`config.mk`:
```
export PLATFORM = sky130hd
export DESIGN_NAME = i2c_master_byte
export DESIGN_NICKNAME = d
export VERILOG_FILES = /design/src/rtl/i2c_master_pkg.sv /design/src/rtl/i2c_qtr_tick.sv /design/src/rtl/i2c_master_byte.sv
export SDC_FILE = /design/constraint.sdc
export NUM_CORES = 1
export LEC_CHECK = 0
export ABC_AREA = 1
export CORE_AREA = 2 2 72 74
export DETAILED_ROUTE_END_ITERATION = 16
export DIE_AREA = 0 0 74 76
export GPL_TIMING_DRIVEN = 0
export PLACE_DENSITY = 0.76
export SLEW_MARGIN = 25
export SYNTH_ARGS = -nofsm -noshare
export SYNTH_HDL_FRONTEND = slang
export SYNTH_SLANG_ARGS = --single-unit
```
`constraint.sdc`:
```
create_clock -name CLK -period 2.4 [get_ports CLK]
set_clock_uncertainty 0.1 [all_clocks]
set_input_delay 0.36 -clock CLK [delete_from_list [all_inputs] [get_ports CLK]]
set_output_delay 0.36 -clock CLK [all_outputs]
set_load 0.02 [all_outputs]
```
`src/rtl/i2c_master_pkg.sv`:
```
// rtl/i2c_master_pkg.sv - shared state, quarter and ACK types for the single-byte I2C master
package i2c_master_pkg;

   typedef enum logic [3:0] {
      ST_IDLE,
      ST_START,
      ST_ADDR,
      ST_ADDR_ACK,
      ST_WDATA,
      ST_RDATA,
      ST_DATA_ACK,
      ST_STOP,
      ST_DONE
   } state_t;

   typedef logic [1:0] qtr_t;

   localparam logic ACK  = 1'b0;
   localparam logic NACK = 1'b1;

   // Level placed on SDA at the start of q1 for each bit-level state.
   function automatic logic q1_sda(input state_t st, input logic msb);
      case (st)
         ST_ADDR, ST_WDATA: q1_sda = msb;
         ST_STOP:           q1_sda = 1'b0;
         default:           q1_sda = 1'b1;
      endcase
   endfunction

endpackage

```
`src/rtl/i2c_qtr_tick.sv`:
```
// rtl/i2c_qtr_tick.sv - quarter-bit divider; I2C_MASTER_CLK_STRETCH_EN makes STALL freeze the count
module i2c_qtr_tick #(
   parameter int QTR_DIV = 250
) (
   input  logic CLK,
   input  logic RST,
   input  logic EN,
   input  logic STALL,
   output logic TICK
);

   localparam int W = (QTR_DIV > 1) ? $clog2(QTR_DIV) : 1;
   localparam logic [W-1:0] LAST = W'(QTR_DIV - 1);

   logic [W-1:0] cnt;
   logic         hold;

`ifdef I2C_MASTER_CLK_STRETCH_EN
   assign hold = STALL;
`else
   logic unused_stall;
   assign unused_stall = STALL;
   assign hold = 1'b0;
`endif

   assign TICK = EN && !hold && (cnt == LAST);

   always_ff @(posedge CLK) begin
      if (RST || !EN) begin
         cnt <= '0;
      end else if (!hold) begin
         cnt <= (cnt == LAST) ? '0 : cnt + 1'b1;
      end
   end

endmodule

```
`src/rtl/i2c_master_byte.sv`:
```
// rtl/i2c_master_byte.sv - one-byte I2C master (START, addr+RW, data, STOP); I2C_MASTER_CLK_STRETCH_EN adds SCL stretching
module i2c_master_byte
   import i2c_master_pkg::*;
#(
   parameter int QTR_DIV = 250
) (
   input  logic       CLK,
   input  logic       RST,
   input  logic       SCL_i,
   output logic       SCL_o,
   input  logic       SDA_i,
   output logic       SDA_o,
   input  logic       CMD_VLD,
   output logic       CMD_RDY,
   input  logic       CMD_RW,
   input  logic [6:0] CMD_ADR,
   input  logic [7:0] CMD_DATA,
   output logic       RSP_VLD,
   output logic [7:0] RSP_DATA,
   output logic       RSP_NACK,
   output logic       BUSY
);

   state_t     state;
   qtr_t       qtr;
   logic [2:0] bit_cnt;
   logic [7:0] shreg;
   logic [7:0] wdata;
   logic       rw;
   logic       nack;
   logic       tick;
   logic       run;
   logic       stall;

   assign run   = (state != ST_IDLE) && (state != ST_DONE);
   // Slave holding SCL low while we have released it.
   assign stall = qtr[1] && !SCL_i;

   i2c_qtr_tick #(.QTR_DIV(QTR_DIV)) u_tick (
      .CLK   (CLK),
      .RST   (RST),
      .EN    (run),
      .STALL (stall),
      .TICK  (tick)
   );

   always_ff @(posedge CLK) begin
      if (RST) begin
         state    <= ST_IDLE;
         qtr      <= '0;
         bit_cnt  <= '0;
         shreg    <= '0;
         wdata    <= '0;
         rw       <= 1'b0;
         nack     <= ACK;
         SCL_o    <= 1'b1;
         SDA_o    <= 1'b1;
         CMD_RDY  <= 1'b0;
         RSP_VLD  <= 1'b0;
         RSP_DATA <= '0;
         RSP_NACK <= 1'b0;
         BUSY     <= 1'b0;
      end else begin
         RSP_VLD <= 1'b0;
         case (state)
            ST_IDLE: begin
               if (CMD_VLD && CMD_RDY) begin
                  state   <= ST_START;
                  shreg   <= {CMD_ADR, CMD_RW};
                  wdata   <= CMD_DATA;
                  rw      <= CMD_RW;
                  nack    <= ACK;
                  qtr     <= '0;
                  bit_cnt <= '0;
                  CMD_RDY <= 1'b0;
                  BUSY    <= 1'b1;
               end else begin
                  CMD_RDY <= 1'b1;
               end
            end
            ST_DONE: begin
               state   <= ST_IDLE;
               CMD_RDY <= 1'b1;
               BUSY    <= 1'b0;
            end
            default: begin
               if (tick) begin
                  qtr <= qtr + 2'd1;
                  case (qtr)
                     2'd0: SDA_o <= q1_sda(state, shreg[7]);
                     2'd1: begin
                        SCL_o <= 1'b1;
                        if (state == ST_START) SDA_o <= 1'b0;
                     end
                     2'd2: begin
                        case (state)
                           ST_ADDR_ACK: nack <= SDA_i;
                           ST_DATA_ACK: if (!rw) nack <= SDA_i;
                           ST_RDATA:    shreg <= {shreg[6:0], SDA_i};
                           ST_STOP:     SDA_o <= 1'b1;
                           default:     ;
                        endcase
                     end
                     default: begin
                        // End of bit: SCL goes low again except after STOP.
                        SCL_o <= (state == ST_STOP);
                        case (state)
                           ST_START: state <= ST_ADDR;
                           ST_ADDR, ST_WDATA: begin
                              shreg   <= {shreg[6:0], 1'b0};
                              bit_cnt <= bit_cnt + 3'd1;
                              if (bit_cnt == 3'd7)
                                 state <= (state == ST_ADDR) ? ST_ADDR_ACK : ST_DATA_ACK;
                           end
                           ST_RDATA: begin
                              bit_cnt <= bit_cnt + 3'd1;
                              if (bit_cnt == 3'd7) state <= ST_DATA_ACK;
                           end
                           ST_ADDR_ACK: begin
                              if (nack == NACK) begin
                                 state <= ST_STOP;
                              end else if (rw) begin
                                 state <= ST_RDATA;
                              end else begin
                                 state <= ST_WDATA;
                                 shreg <= wdata;
                              end
                           end
                           ST_DATA_ACK: state <= ST_STOP;
                           ST_STOP: begin
                              state    <= ST_DONE;
                              RSP_VLD  <= 1'b1;
                              RSP_NACK <= nack;
                              if (rw && nack == ACK) RSP_DATA <= shreg;
                           end
                           default: state <= ST_IDLE;
                        endcase
                     end
                  endcase
               end
            end
         endcase
      end
   end

endmodule

```
[Word-level counts from Yosys, hierarchy flattened]
Index checks and enable logic that the tools add are counted.
Storage, ports and cells
  bits in registers: 49
  input bits: 21
  output and inout bits: 14
  logic and storage cells: 127
Cells by class
  add/subtract/negate cells: 3
  equality and inequality tests: 25
  muxes and demuxes: 42
  bitwise logic cells: 6
  reduce and logical (&&, ||, !) cells: 36
Operators with widths (number)
  case mux 8 bit (2 select lines): 3
  2-to-1 mux 8 bit: 5
  case mux 4 bit (6 select lines): 1
  2-to-1 mux 4 bit: 5
  inequality test 4 bit (second input constant): 5
  AND reduction 5 bit: 4
  equality test 4 x 3 -> 1 bit (second input constant): 4
  2-to-1 mux 3 bit: 5
  case mux 1 bit (2 select lines): 6
  2-to-1 mux 1 bit: 10
  OR reduction 2 bit: 5
  nonzero test 3 bit: 3
  adder 8 x 1 -> 8 bit (second input constant): 1
  equality test 4 x 2 -> 1 bit (second input constant): 2
  equality test 8 bit (second input constant): 1
  case mux 4 bit (2 select lines): 1
  AND reduction 8 bit: 1
  nonzero test 2 bit: 4
  nonzero test 4 bit: 2
  OR reduction 7 bit: 1
  2-to-1 mux 2 bit: 3
  inequality test 2 bit (second input constant): 3
  inequality test 3 x 1 -> 1 bit (second input constant): 2
  inverter 1 bit: 6
  other kinds (22): 29

[Depth between registers and ports, before layout]
Gate-level depths: netlist (run 1).
  word-level depth: 7
  gate-level depth with buffers: 12
  depth with buffers taken out: 12

[Modules after synthesis]
A second synthesis (run 1) with hierarchy kept.
Second synthesis, totals
  cell total of the unflattened synthesis: 376
  area, all modules: 2601.2 um2
By module, submodules not included
  i2c_master_byte: instances 1, cells an instance 323, area an instance 2202.1 um2, seq. area each 820.8 um2
  i2c_qtr_tick: instances 1, cells an instance 53, area an instance 399.1 um2, seq. area each 160.2 um2

[Worst setup path after synthesis (run 1)]
No wires, ideal clock.
  path type: reg-to-reg
  start: register qtr[0]
  end: register shreg[2]
  library setup time: 0.113 ns
  data arrival time: 1.510 ns
  required time: 2.187 ns
  path slack: 0.677 ns
  stages on the path, launching flop included: 13
  buffers on the path: 1
  period minus slack after synthesis: 1.723 ns
  cells stage by stage: dfxtp_1 inv_1 ha_1 inv_1 nand2_1 nor2_1 nand2_1 nand2_2 nor2_4 buf_6 nand2_1 nand2_1 nor2_1
Between the ends
  cells in the longest elaborated chain, start to end: 5
  elaborated cells on any way between the ends: 13
  classes of those cells: eq/ne: 6; mux: 3; reduce/logical: 4
RTL lines
  start: declaration: RTL line i2c_master_byte.sv:25  | qtr_t qtr;
  start signal: assignment: RTL line i2c_master_byte.sv:88  | qtr <= qtr + 2'd1;
  equality test 2 x 1 -> 1 bit or logical NOT 2 bit (tied branches): RTL line i2c_master_byte.sv:89  | case (qtr)
  OR reduction 2 bit (no line)
  case mux 8 bit (2 select lines): RTL line i2c_master_byte.sv:89
  2-to-1 mux 8 bit: RTL line i2c_master_byte.sv:87  | if (tick) begin
  case mux 8 bit (2 select lines): RTL line i2c_master_byte.sv:65  | case (state)
  end signal: assignment: RTL line i2c_master_byte.sv:69  | shreg <= {CMD_ADR, CMD_RW};
  end signal: assignment: RTL line i2c_master_byte.sv:99  | ST_RDATA: shreg <= {shreg[6:0], SDA_i};
  end signal: assignment: RTL line i2c_master_byte.sv:110  | shreg <= {shreg[6:0], 1'b0};
  end: declaration: RTL line i2c_master_byte.sv:27  | logic [7:0] shreg;
Several ways; a longest one is shown, not always the timed one. The select of a mux whose other input is x is not followed.
A chain may end at the register's enable or synchronous reset.

[Worst setup path after layout (run 1)]
  start: register qtr[0]
  end: register shreg[0]
The elaborated chain is that of the path after synthesis.

==> results of run 1 <==
cell families after synthesis:
family                   Yosys count  synth area share
AO/OA/AOI/OAI                     70             0.146
XOR/XNOR                           2           0.00701
adder cells (fa/ha/maj)            8            0.0401
buffers and inverters             53            0.0871
flip-flops                        49             0.393
AND/OR/NAND/NOR                  183             0.327
state kept, by name, summed over array words and instances, names as in the netlist:
| signal | cells |
|---|---|
| rw | 1 |
| BUSY | 1 |
| SCL_o | 1 |
| RSP_DATA | 8 |
| wdata | 8 |
| bit_cnt | 3 |
| qtr | 2 |
| CMD_RDY | 1 |
| u_tick.cnt | 8 |
| nack | 1 |
| RSP_VLD | 1 |
| RSP_NACK | 1 |
| SDA_o | 1 |
| shreg | 8 |
| state | 4 |
power groups by stage:
stage | combinational, W | sequential [W] | clock (W)
floorplan | 0.00126 | 0.00112 | 0
global placement | 0.00158 | 0.00114 | 0
detailed placement | 0.00161 | 0.00114 | 0
CTS | 0.00162 | 0.00113 | 0.000610
global route | 0.00188 | 0.00115 | 0.000656
finish | 0.00163 | 0.00113 | 0.000604
layout by cell type, fill, tap and decap left out, drive strengths merged, types with 2 or more instances in the layout:
cell type      netlist  layout
clkdlybuf4s50        0      33
dfxtp               49      49
o21bai               2       2
nor3                 2       2
xor2                 2       2
nand2               96      96
buf                  6       6
nor2                51      51
or2                  6       6
ha                   8       8
a211oi               2       2
clkbuf               3      10
nand3               20      20
a21oi               29      29
nand4                6       6
o21ai               34      34
inv                 44      44
cell type report:
type                            count  area, um2  share of cell area
Multi-Input combinational cell    263       1300               0.429
Buffer                              9       52.6              0.0173
Clock inverter                      1       30.0             0.00990
Tap cell                           70       87.6              0.0289
Sequential cell                    49        981               0.323
Timing Repair Buffer               33        330               0.109
Clock buffer                        7       86.3              0.0285
Inverter                           44        165              0.0545
worst max path at each step:
stage	from	cells after the start	slack (ps)	end
after global routing	u_tick.cnt[0]	8	200	RSP_DATA[0]
after CTS	qtr[0]	12	450	shreg[2]
final	qtr[0]	12	440	shreg[0]
after global placement	CMD_VLD	11	360	shreg[3]
after detailed placement	CMD_VLD	11	340	shreg[2]
after floorplan	qtr[0]	12	680	shreg[2]
through the flow:
| step | instances | setup slack [ps] |
|---|---|---|
| finish | 476 | 440 |
| global route | 476 | 201 |
| CTS | 476 | 454 |
| detailed placement | 468 | 345 |
| global placement | 468 | 363 |
| floorplan | 365 | 677 |
critical path: stages (launching register included):
cell	delay [ps]
dfxtp_1	360
inv_1	110
ha_1	390
inv_1	140
nand2_1	90
nor2_1	40
nand2_1	70
nand2_2	70
nor2_4	160
buf_6	160
nand2_1	60
nand2_1	50
nor2_1	40
per-layer routing:
layer | GRT usage | part of all wire | up-vias
met3 | 0.0529 | 0.060 | 10
met1 | 0.302 | 0.47 | 1056
met4 | 0.0618 | 0.017 | 0
met5 | 0 | 0 | -
li1 | - | - | 1247
met2 | 0.324 | 0.45 | 73
==> metrics.yaml, run 1 <==
routing:
  drtIter0Drc: 102
  ant_nets: 0
  dr.pass1.iters: 5
  drc: 0
  routedWlPerCell_um: 11.9
  drt_wl_total_mm: 5.66
  num_vias: 2386
  viasPerCell: 5.01
synth:
  netlist_area_mm2: 0.00250
  synth_area_leaders: "dfxtp_1 39%, nand2_1 14%, o21ai_0 6.8%"
  synth-async-reset-ratio: 0
  ys_types: 29
  yosysWarnings: 0
  synth-seq-cells: 49
  ys.flop_type: "dfxtp_1"
  synth_fp_nets: 394
  synthTopCellsByCount: "90 x nand2_1, 49 x dfxtp_1, 44 x nor2_1"
  synth_top_area_share: 0.393
  avgSynthCellArea_um2: 6.85
  synth_edf_count: 0
  ys_seq_area_frac: 0.393
  synth_cells: 365
  synth_top_cell_by_area: "dfxtp_1"
  yosysMostFrequentCell: "nand2_1"
finish:
  fin_util: 0.617
  n_antenna_cell: 0
  design_area_mm2: 0.00303
  area_growth_pct: 21.4
  nets: 434
  nFillCells: 469
  drive_gt1_frac: 0.0862
clock_network:
  postCtsHoldBufs: 0
  post-cts-setup-buffer-count: 0
  clk_latency_ps: 300
  cts_tree: "built"
  cts_sinks: 49
  clk_pin_slew_ps: 90
  numCtsBuffers: 5
  root_buffer: "clkbuf_8"
  cts_resized: 0
  h-tree-depth: 2
  clk_path_buf_depth: 2
setup_path:
  arrival_ps: 2060
  start_kind: "register"
  crit_type: "reg -> reg"
  end_kind: "register"
  r2r_cells: 12
  worstPathMaxFanout: 10
  r2r_end: "shreg[0]"
  cp.required_ps: 2500
  regToRegStartpoint: "qtr[0]"
  r2r_setup_slack_ps: 440
power_and_ir_drop:
  switching_share: 0.430
  internal_power_w: 0.00192
  leakagePower_nw: 1.24
  switchingPower_w: 0.00145
  power_frac_clock: 0.179
  seq_power_share: 0.335
  max-vdd-ir-drop_uv: 640
  power_density_mw_per_mm2: 1110
  p_total_w: 0.00337
  combinationalPowerShare: 0.486
grt:
  antenna_found_initial: 0
  grt_overflow_total: 0
  grt_pass1_wl_mm: 9.61
  grtUsageTotal: 0.215
  grt_pass1_vias: 2119
  grt_start_max_net_pins: 15
sta:
  rsz0062_at_grt: "false"
  period_needed_ps: 1960
  final.setup.tns_ps: 0
  whs_ps: 347
  tightest_slew_ps: 541
  clock.fmax_ghz: 0.510
  slew_headroom: 0.639
  finalSetupViolations: 0
  hold_viol: 0
  timing.final.crit_share: 0.817
  drv_slew: 0
floorplanning:
  ios: 35
  coreArea_mm2: 0.00491
  dieArea_mm2: 0.00562
  rows: 26
  initial_core_util: 0.509
  dieWidth_um: 74
  die_h_um: 76
status:
  status: "finished clean"
worst_hold_path:
  hold_path.class: "reg -> reg"
  hold_end: "RSP_DATA[4]"
  min_path_cells: 2
  hold_start: "RSP_DATA[4]"
flow_run:
  drv_cap: 0
placement:
  place.gp.congestion: 0.965
  post_dp_cell_area_mm2: 0.00292
  io_buffers: 33
  hpwl_mm: 4.32
(Power assumes the default switching activity.)
==> inputs of run 2 (changes only) <==
clock period = 1.9 ns   (was 2.4 ns; I/O delays follow)
==> run 2 against run 1 <==
Worst setup slack worse by 270 ps. Flip-flop and latch count unchanged. Core utilization increased by 1.3 points. Design area up 2.1%. Final cell count increased by 0.42%. Die area did not move. First-iteration DRC count decreased by 19%. Count of clock-buffer cells in the layout unchanged. Critical path type unchanged. Largest cell class unchanged. Highest routed layer unchanged.
==> metrics.yaml, run 2 (synthesized netlist as in run 1, its figures left out) <==
grt:
  grt_pass1_vias: 2114  # was 2119
  antenna_found_initial: 0  # unchanged
  grtUsageTotal: 0.214  # was 0.215
  grt_pass1_wl_mm: 9.60  # was 9.61 mm
  grt_start_max_net_pins: 15  # unchanged
  grt_overflow_total: 0  # unchanged
worst_hold_path:
  hold_end: "u_tick.cnt[0]"  # was RSP_DATA[4]
  hold_start: "u_tick.cnt[0]"  # was RSP_DATA[4]
  hold_path.class: "reg -> reg"  # unchanged
  min_path_cells: 1  # was 2
floorplanning:
  coreArea_mm2: 0.00491  # unchanged
  initial_core_util: 0.509  # unchanged
  dieWidth_um: 74  # unchanged
  rows: 26  # unchanged
  ios: 35  # unchanged
  dieArea_mm2: 0.00562  # unchanged
  die_h_um: 76  # unchanged
finish:
  n_antenna_cell: 0  # unchanged
  area_growth_pct: 23.9  # was 21.4%
  mostFrequentLayoutCell: "nand2_1"  # unchanged
  final_cell_mix: "90 x nand2_1, 46 x dfxtp_1, 43 x inv_1"  # was 90 x nand2_1, 49 x dfxtp_1, 44 x nor2_1
  drive_gt1_frac: 0.110  # was 0.0862
  nets: 436  # was 434
routing:
  dr.pass1.iters: 4  # was 5
  ant_nets: 0  # unchanged
  drtIter0Drc: 83  # was 102
  viasPerCell: 5.08  # was 5.01
  num_vias: 2429  # was 2386
  drc: 0  # unchanged
  drt_wl_total_mm: 5.73  # was 5.66 mm
  routedWlPerCell_um: 12.0  # was 11.9 um
sta:
  tightest_slew_ps: 539  # was 541 ps
  finalSetupViolations: 0  # unchanged
  drv_slew: 0  # unchanged
  hold_viol: 0  # unchanged
  rsz0062_at_grt: "false"  # unchanged
  final.setup.tns_ps: 0  # unchanged
  slew_headroom: 0.640  # was 0.639
  clock.fmax_ghz: 0.579  # was 0.510 GHz
  timing.final.crit_share: 0.909  # was 0.817
  period_needed_ps: 1730  # was 1960 ps
power_and_ir_drop:
  leakagePower_nw: 1.25  # was 1.24 nW
  p_total_w: 0.00436  # was 0.00337 W
  max-vdd-ir-drop_uv: 827  # was 640 uV
  power_density_mw_per_mm2: 1410  # was 1110 mW/mm2
clock_network:
  clk_latency_ps: 300  # about the same
  cts_tree: "built"  # unchanged
  h-tree-depth: 2  # unchanged
  root_buffer: "clkbuf_8"  # unchanged
  cts_sinks: 49  # unchanged
  clk_path_buf_depth: 2  # unchanged
  numCtsBuffers: 5  # unchanged
  clk_pin_slew_ps: 90  # about the same
setup_path:
  cpMaxStageDelayCell: "dfxtp_1"  # was ha_1
  cp_common_cell: "nand2_1"  # unchanged
  regToRegStartpoint: "u_tick.cnt[1]"  # was qtr[0]
  path_buf_inv: 2  # was 3
  critPathMaxStageDelay_ps: 330  # was 390 ps
  path_cells: "inv_1, ha_1, nand2_1, nor2_4, nand3_4, nand2_2, nand3_2, nor2_4, buf_6, nand2_1, nand2_1, nor2_1"  # was inv_1, ha_1, inv_1, nand2_1, nor2_1, nand2_1, nand2_2, nor2_4, buf_6, nand2_1, nand2_1, nor2_1
  crit_path_start: "u_tick.cnt[1]"  # was qtr[0]
  r2r_end: "shreg[0]"  # unchanged
  r2r_cells: 12  # unchanged
  start_kind: "register"  # unchanged
  end_kind: "register"  # unchanged
  crit_type: "reg -> reg"  # unchanged
  r2r_setup_slack_ps: 170  # was 440 ps
  cp.required_ps: 2010  # was 2500 ps
  worstPathMaxFanout: 10  # unchanged
  arrival_ps: 1830  # was 2060 ps
  crit_family: "simple AND/OR/NAND/NOR gates"  # unchanged
flow_run:
  drv_cap: 0  # unchanged
placement:
  place.gp.congestion: 0.965  # unchanged
  hpwl_mm: 4.32  # unchanged
  io_buffers: 33  # unchanged
status:
  status: "finished clean"  # unchanged
-- run 2: routing by layer --
metal  GRT usage  routed length (um)
met1       0.301                2720
met5           0                   0
met2       0.324                2570
met3      0.0529                 304
met4      0.0618                 137
-- run 2: metrics by stage --
step,setup slack (ps),util,hold slack (ps),area (um2),cells
final,172,0.630,337,3100,478
after global routing,8.16,0.630,363,3100,478
after CTS,69.8,0.618,350,3040,476
after detailed placement,-80.2,0.594,337,2920,468
after global placement,-62.2,0.594,333,2920,468
after floorplan,177,-,263,2500,365
-- run 2: how the worst max path moves through the flow --
stage | end | depth (start not counted)
after floorplan | shreg[3] | 12
after global placement | shreg[3] | 11
after detailed placement | shreg[2] | 11
after CTS | RSP_DATA[5] | 8
after global routing | shreg[0] | 12
final | shreg[0] | 12
-- run 2: what timing repair did --
action                                  in CTS  in global routing
hold buffers                                 0                  0
buffers inserted                             0                  2
endpoints found under the setup margin       4                 25
pin swaps                                    0                  2
cloned                                       0                  0
resized for setup                            2                 11
-- run 2: layout make-up --
| type | instances | area, um2 |
|---|---|---|
| Sequential cell | 49 | 985 |
| Multi-Input combinational cell | 263 | 1350 |
| Tap cell | 70 | 87.6 |
| Buffer | 9 | 52.6 |
| Timing Repair Buffer | 35 | 345 |
| Clock buffer | 7 | 86.3 |
| Clock inverter | 1 | 30.0 |
| Fill cell | 458 | 1820 |
| Inverter | 44 | 165 |
-- run 2: worst register-to-register path, cell delays in order, from the launching register on --
cell     delay, ps
dfxtp_1        330
inv_1           50
ha_1           130
nand2_1         80
nor2_4         170
nand3_4        110
nand2_2         90
nand3_2        100
nor2_4         170
buf_6          160
nand2_1         60
nand2_1         50
nor2_1          40
-- run 2: power by group --
part           switching, W  leakage, nW  internal, W
clock              0.000337       0.0585     0.000429
sequential         0.000175        0.400      0.00126
combinational       0.00136        0.791     0.000799
==> inputs of run 3 (changes only) <==
TNS_END_PERCENT = 30   (was unset)
==> run 3 against run 2 <==
Non-clock buffer count did not move. Die area did not move. Flip-flop and latch count did not move. Largest cell class unchanged. Largest power group unchanged. Sequential share of layout area rose by 0.077 points. First-iteration DRC count rose by 28%. Design area fell by 0.24%. Critical path depth did not move. Worst hold slack barely moved. Clock power barely moved. Critical endpoint is now shreg[3].
==> metrics.yaml, run 3 (synthesized netlist as in run 1, its figures left out) <==
placement:
  place.gp.congestion: 0.965  # unchanged
  hpwl_mm: 4.32  # unchanged
  io_buffers: 33  # unchanged
  place_worst_setup_slack_ps: -80.2  # unchanged
clock_network:
  cts_tree: "built"  # unchanged
  cts_sinks: 49  # unchanged
  h-tree-depth: 2  # unchanged
  clk_latency_ps: 300  # about the same
  numCtsBuffers: 5  # unchanged
  root_buffer: "clkbuf_8"  # unchanged
  clk_path_buf_depth: 2  # unchanged
  clk_pin_slew_ps: 90  # about the same
  postCtsHoldBufs: 0  # unchanged
worst_hold_path:
  hold_path.class: "reg -> reg"  # unchanged
finish:
  area_growth_pct: 23.6  # was 23.9%
  fin_util: 0.629  # was 0.630
  nets: 436  # unchanged
  n_antenna_cell: 0  # unchanged
  drive_gt1_frac: 0.110  # unchanged
  final_cell_mix: "90 x nand2_1, 46 x dfxtp_1, 43 x inv_1"  # unchanged
  mostFrequentLayoutCell: "nand2_1"  # unchanged
floorplanning:
  ios: 35  # unchanged
  die_h_um: 76  # unchanged
  initial_core_util: 0.509  # unchanged
  rows: 26  # unchanged
  dieArea_mm2: 0.00562  # unchanged
  dieWidth_um: 74  # unchanged
  coreArea_mm2: 0.00491  # unchanged
routing:
  dr.pass1.iters: 4  # unchanged
  drt_wl_total_mm: 5.72  # was 5.73 mm
  routedWlPerCell_um: 12.0  # about the same
  drc: 0  # unchanged
  viasPerCell: 5.03  # was 5.08
  ant_nets: 0  # unchanged
  num_vias: 2403  # was 2429
  drtIter0Drc: 106  # was 83
grt:
  grt_pass1_vias: 2114  # unchanged
  grt_pass1_wl_mm: 9.60  # unchanged
  grtUsageTotal: 0.214  # unchanged
  antenna_found_initial: 0  # unchanged
  grt_overflow_total: 0  # unchanged
  grt_start_max_net_pins: 15  # unchanged
setup_path:
  cp.required_ps: 2000  # was 2010 ps
  crit_type: "reg -> reg"  # unchanged
  arrival_ps: 1850  # was 1830 ps
  start_kind: "register"  # unchanged
  worstPathMaxFanout: 10  # unchanged
  end_kind: "register"  # unchanged
sta:
  clock.fmax_ghz: 0.572  # was 0.579 GHz
  fin_ws_ps: 151  # was 172 ps
  period_needed_ps: 1750  # was 1730 ps
  tightest_slew_ps: 584  # was 539 ps
  drv_slew: 0  # unchanged
  slew_headroom: 0.611  # was 0.640
  hold_viol: 0  # unchanged
  timing.final.crit_share: 0.920  # was 0.909
  finalSetupViolations: 0  # unchanged
  rsz0062_at_grt: "true"  # was false
power_and_ir_drop:
  power_density_mw_per_mm2: 1410  # about the same
  max-vdd-ir-drop_uv: 826  # was 827 uV
  leakagePower_nw: 1.25  # about the same
flow_run:
  drv_cap: 0  # unchanged
status:
  status: "finished clean"  # unchanged
-- run 3: cell counts in the layout (fill, tap and decap cells not counted) --
Identical to the previous run, type by type.
-- run 3: metal layers --
layer	vias up	track usage	share of wire
met5	-	0	0
li1	1254	-	-
met4	0	0.0618	0.015
met1	1072	0.301	0.47
met2	67	0.324	0.45
met3	10	0.0529	0.058
-- run 3: report_power, final --
group	switching [W]	internal, W
logic	0.00135	0.000799
registers	0.000175	0.00126
clock network	0.000336	0.000429
-- run 3: layout make-up --
type / count / area, um2
flip-flops and latches: 49 / 985
clock inverters: 1 / 30.0
repair buffers: 35 / 345
multi-input cells: 263 / 1340
inverters: 44 / 165
fillers: 457 / 1820
well taps: 70 / 87.6
clock buffers: 7 / 86.3
plain buffers: 9 / 52.6
-- run 3: path summary, 6_finish.rpt --
check | cells after the start | startpoint | slack [ps] | to
max | 12 | u_tick.cnt[1] | 150 | shreg[3]
min reg2reg | 1 | u_tick.cnt[0] | 340 | u_tick.cnt[0]
max reg2reg | 12 | u_tick.cnt[1] | 150 | shreg[3]
min | 1 | u_tick.cnt[0] | 340 | u_tick.cnt[0]
-- run 3: critical path, cell delays in order, from the launching register on --
cell	delay (ps)
dfxtp_1	330
inv_1	50
ha_1	130
nand2_1	80
nor2_4	150
nand3_2	130
nand2_2	100
nand3_2	100
nor2_4	170
buf_6	160
nand2_1	60
nand2_1	50
nor2_1	40
-- run 3: timing repair --
item                       CTS  global route
resized for setup            2            10
buffers inserted             0             2
setup endpoints to repair    4            25
pin swaps                    0             2
-- run 3: metrics by stage --
stage,instance area (um2),power (W),hold slack (ps),cells,TNS (ps)
after CTS,3040,0.00425,350,476,0
after global routing,3090,0.00475,363,478,-22.3
after detailed placement,2920,0.00348,337,468,-476
final,3090,0.00435,337,478,0
after global placement,2920,0.00343,333,468,-249
after floorplan,2500,0.00300,263,365,0
